===== config.mk =====
export PLATFORM = sky130hd
export DESIGN_NAME = mem_stage
export DESIGN_NICKNAME = d
export VERILOG_FILES = /design/src/rtl/mem_stage.sv
export SDC_FILE = /design/constraint.sdc
export NUM_CORES = 1
export LEC_CHECK = 0
export BUFFER_PORTS_ARGS = -buffer_cell sky130_fd_sc_hd__buf_2
export CORE_UTILIZATION = 40
export DETAILED_ROUTE_END_ITERATION = 10
export PLACE_DENSITY = 0.76
export SYNTH_ARGS = -nofsm -noshare
export SYNTH_HDL_FRONTEND = slang
export SYNTH_SLANG_ARGS = --single-unit
export TNS_END_PERCENT = 100

===== constraint.sdc =====
create_clock -name clk -period 1.88 [get_ports clk]
set_clock_uncertainty 0.15 [all_clocks]
set_input_delay 0.376 -clock clk [delete_from_list [all_inputs] [get_ports clk]]
set_output_delay 0.376 -clock clk [all_outputs]
set_load 0.05 [all_outputs]

===== src/rtl/mem_stage.sv =====
// Memory stage of the 8-bit pipeline: EX/MEM and MEM/WB registers plus data-memory drive.
// Optional address-range checking is enabled by defining MEM_ADDR_CHECK_EN.
module mem_stage #(
  parameter int DATA_W = 8,
  parameter int ADDR_W = 4,
  parameter int REG_AW = 3
) (
  input  logic              clk,
  input  logic              rst_n,
  input  logic              ex_valid,
  input  logic              ex_mem_read,
  input  logic              ex_mem_write,
  input  logic              ex_reg_write,
  input  logic [REG_AW-1:0] ex_rd,
  input  logic [DATA_W-1:0] ex_alu_result,
  input  logic [DATA_W-1:0] ex_store_data,
  input  logic              stall,
  input  logic              flush,
  output logic              dm_we,
  output logic [ADDR_W-1:0] dm_addr,
  output logic [DATA_W-1:0] dm_di,
  input  logic [DATA_W-1:0] dm_do,
  output logic              mem_is_load,
  output logic [REG_AW-1:0] mem_rd,
  output logic              wb_valid,
  output logic              wb_reg_write,
  output logic [REG_AW-1:0] wb_rd,
  output logic [DATA_W-1:0] wb_data,
  output logic              mem_fault
);

  logic              m_valid;
  logic              m_mem_read;
  logic              m_mem_write;
  logic              m_reg_write;
  logic [REG_AW-1:0] m_rd;
  logic [DATA_W-1:0] m_alu_result;
  logic [DATA_W-1:0] m_store_data;
  logic              addr_fault;
  logic [DATA_W-1:0] wb_next_data;

  // NOTE: sequential state uses non-blocking assignments only, and every
  // register (data fields included) is cleared by the synchronous reset.
  always_ff @(posedge clk) begin
    if (!rst_n) begin
      m_valid      <= 1'b0;
      m_mem_read   <= 1'b0;
      m_mem_write  <= 1'b0;
      m_reg_write  <= 1'b0;
      m_rd         <= '0;
      m_alu_result <= '0;
      m_store_data <= '0;
    end else if (!stall) begin
      if (flush) begin
        // Bubble: controls cleared, data fields simply hold.
        m_valid     <= 1'b0;
        m_mem_read  <= 1'b0;
        m_mem_write <= 1'b0;
        m_reg_write <= 1'b0;
      end else begin
        m_valid      <= ex_valid;
        m_mem_read   <= ex_mem_read;
        m_mem_write  <= ex_mem_write;
        m_reg_write  <= ex_reg_write;
        m_rd         <= ex_rd;
        m_alu_result <= ex_alu_result;
        m_store_data <= ex_store_data;
      end
    end
  end

`ifdef MEM_ADDR_CHECK_EN
  logic fault_q;

  assign addr_fault = m_valid & (m_mem_read | m_mem_write) &
                      (|m_alu_result[DATA_W-1:ADDR_W]);

  always_ff @(posedge clk) begin
    if (!rst_n)
      fault_q <= 1'b0;
    else if (addr_fault && !stall)
      fault_q <= 1'b1;
  end

  assign mem_fault = fault_q;
`else
  assign addr_fault = 1'b0;
  assign mem_fault  = 1'b0;
`endif

  // Stall gates the enable so a held store commits exactly once.
  assign dm_we       = m_valid & m_mem_write & ~stall & ~addr_fault;
  assign dm_addr     = m_alu_result[ADDR_W-1:0];
  assign dm_di       = m_store_data;
  assign mem_is_load = m_valid & m_mem_read;
  assign mem_rd      = m_rd;

  // NOTE: default assigned first so no latch is inferred.
  always_comb begin
    wb_next_data = m_alu_result;
    if (m_mem_read)
      wb_next_data = addr_fault ? '0 : dm_do;
  end

  always_ff @(posedge clk) begin
    if (!rst_n) begin
      wb_valid     <= 1'b0;
      wb_reg_write <= 1'b0;
      wb_rd        <= '0;
      wb_data      <= '0;
    end else if (!stall) begin
      wb_valid     <= m_valid;
      wb_reg_write <= m_valid & m_reg_write;
      wb_rd        <= m_rd;
      wb_data      <= wb_next_data;
    end
  end

endmodule


==> summary.txt <==
Yosys
  • Most common cell in the synthesized netlist: dfxtp_1
  • Post-Syn Area per Cell: 9.38 µm²
  • Post-synthesis sequential area ratio: 46.9%
  • Post-synth EDFFs: 0
  • Flops & latches, synth: 36
  • Syn. warnings: 0
  • Synth async-reset ratio: 0%
  • Post-synth top flop: dfxtp_1
  • Area contributors post-synth: dfxtp_1, or3b_1, a21oi_1
  • Most frequent cells after synthesis: dfxtp_1, a21oi_1, or3b_1, o21ai_0, mux2i_1
  • Top-area cell type share of the netlist area: between 40% and 50%
  • Yosys cell types: 21
  • Syn_nets: 199
  • Largest area contributor in the netlist: dfxtp_1
  • Cell Area, Synth: approximately 1500 µm²
  • Syn Inst Count: 164

Power
  • Switching Fraction: 26.4%
  • VDD IR max: between 300 and 400 µV
  • Clock power frac: between 30% and 40%
  • Sequential power share: a little under half
  • Total chip power: 1740 µW
  • Leak Pwr: 0.000861 µW
  • P_sw: 461 µW
  • Internal: 1280 µW
  • Pwr dens: 888 nW/µm²
  • Power share of the combinational group: 15.8%

Drt
  • 1st-iter DRT viols: 39
  • Post-Route WL: 3140 µm
  • Via density per instance: 4.87
  • Pre-antenna DRT Iters: 4
  • Post-route DRC: 0
  • Vias: 1311
  • Routed WL per cell: between 10 and 15 µm
  • Final ANT Viol Nets: 0

Floorplanning
  • I/O pin count: 66
  • # rows: 22
  • Initial cell density of the core: 42.0%
  • Die Wd: 64 µm
  • Die height: 64 µm
  • Die area: 4100 µm²
  • Core ar.: 3660 µm²

Clocking
  • CTS Buffer Depth: 2
  • TritonCTS clock tree: built
  • CTS buffer count: 5
  • Setup Buffers After CTS: 0
  • Sink Count: 36
  • Hold-fix buffers, CTS: 0
  • Clk root buf: clkbuf_8
  • CTS resizes: 0
  • Clock slew seen by the registers of the worst setup and hold paths: 70 ps
  • Worst-Skew Late Latency: 290 ps
  • H-tree levels: 2

Cells and area
  • Fin area: 1960 µm²
  • Share of layout cells above drive strength 1: 35.3%
  • Ant. Diodes: 0
  • Filler Cell Count: 349
  • Synth-to-Final Area Change: 27.7%
  • Core Util, Final: between 50% and 60%
  • Final nets: 255

Place
  • GP Congestion: 0.706
  • Worst slack, placed: 277 ps
  • Placed instance area: approximately 1900 µm²
  • Buffers on Ports: 64

Critical path
  • CP Max Fanout: 5
  • Critical Path End Type: output pin
  • Worst R2R Setup Slack: between 700 and 800 ps
  • Crit path launch type: register
  • WS Path Type: register to output pin
  • WP data required: 1350 ps
  • Crit path DAT: 1140 ps

Worst hold path
  • Hold Crit Class: primary input to register

STA
  • Maximum clock rate: 0.599 GHz
  • Final setup viols: 0
  • Slew margin rel.: 63.1%
  • Final Critical Period: 1670 ps
  • Final worst slack: 209 ps
  • Final setup TNS: 0 ps
  • Worst slew pin tran: 553 ps
  • RSZ-0062 raised after global routing: false
  • Final period util: 88.9%
  • Hold Fails Final Rpt: 0
  • Fin. max-slew vios: 0

Global routing
  • Pin count of the biggest net entering global routing: 43
  • Initial antenna violation count: 0
  • Overflow after GRT: 0
  • Global-route wire length before repair: 5110 µm
  • Gr usage total: between 10% and 20%
  • Vias in the first global route: 1173

Outcome
  • Outcome: finished, final reports clean

Run
  • Maximum capacitance violations: 0
-- layout by cell type (no fill, tap or decap), drive strengths merged --
master and count:
buf 68, dfxtp 36, a21oi 24, or3b 23, o21ai 19, mux2i 12
nor2b 8, a211oi 8, clkbuf 6, nand2 5, nor2 4, clkinv 2
inv 1, and3 1, and2 1, nand3b 1, conb 1, bufinv 1
-- per-stage QoR --
stage | hold slack, ps | std cells
finish | 270 | 269
global route | 253 | 269
CTS | 252 | 269
detailed placement | 301 | 261
global placement | 300 | 261
floorplan | 285 | 164
-- state kept, by name, summed over array words and instances (netlist names) --
| name | flops |
|---|---|
| dm_di | 8 |
| m_alu_result | 8 |
| wb_data | 8 |
| mem_rd | 3 |
| wb_rd | 3 |
| m_mem_read | 1 |
| m_mem_write | 1 |
| m_reg_write | 1 |
| m_valid | 1 |
| wb_reg_write | 1 |
| wb_valid | 1 |
-- path summary, 6_finish.rpt --
path / startpoint / endpoint / depth (start not counted)
hold / removal: ex_alu_result[3] / m_alu_result[3]$_SDFFE_PN0P_ / 3
setup reg to reg: m_mem_read$_SDFFE_PN0N_ / wb_data[0]$_SDFFE_PN0N_ / 3
setup / recovery: m_valid$_SDFFE_PN0N_ / dm_we / 2
hold reg to reg: m_mem_write$_SDFFE_PN0N_ / m_mem_write$_SDFFE_PN0N_ / 2
-- power groups by stage --
stage / Combinational, µW / Clock [µW] / Sequential [µW]
finish: 276 / 653 / 815
global route: 297 / 715 / 819
CTS: 279 / 674 / 815
detailed placement: 278 / 0 / 833
global placement: 275 / 0 / 832
floorplan: 124 / 0 / 911
-- logic make-up after synthesis --
family          count (synthesis)  synth area share (%)
flops                          36                  46.9
compound gates                 51                  17.9
buf+inv                        21                  7.32
other cells                     1                 0.244
simple gates                   43                  19.9
mux                            12                  7.81
-- critical path, cell delays in order, from the launching register on --
cell and delay, ps:
dfxtp_1 420, and3_1 180, buf_2 260
-- per-layer routing --
layer / share of wire, % / routed length (µm) / GRT usage (%) / vias up
met3: 5.9 / 184 / 4.82 / 8
met2: 45 / 1410 / 25.1 / 35
met4: 3.0 / 94 / 9.66 / 0
li1: - / - / - / 689
met1: 46 / 1450 / 19.9 / 579
met5: 0 / 0 / 0 / -
-- cell type report --
| cell class | count | area [µm²] | share of cell area, % |
|---|---|---|---|
| Clock buffer | 6 | 72.6 | 3.70 |
| Multi-Input combinational cell | 107 | 704 | 35.9 |
| Sequential cell | 36 | 721 | 36.7 |
| Timing Repair Buffer | 68 | 363 | 18.5 |
| Inverter | 2 | 7.51 | 0.382 |
| Clock inverter | 2 | 35.0 | 1.78 |
| Tap cell | 48 | 60.1 | 3.06 |
(Power assumes the default switching activity.)
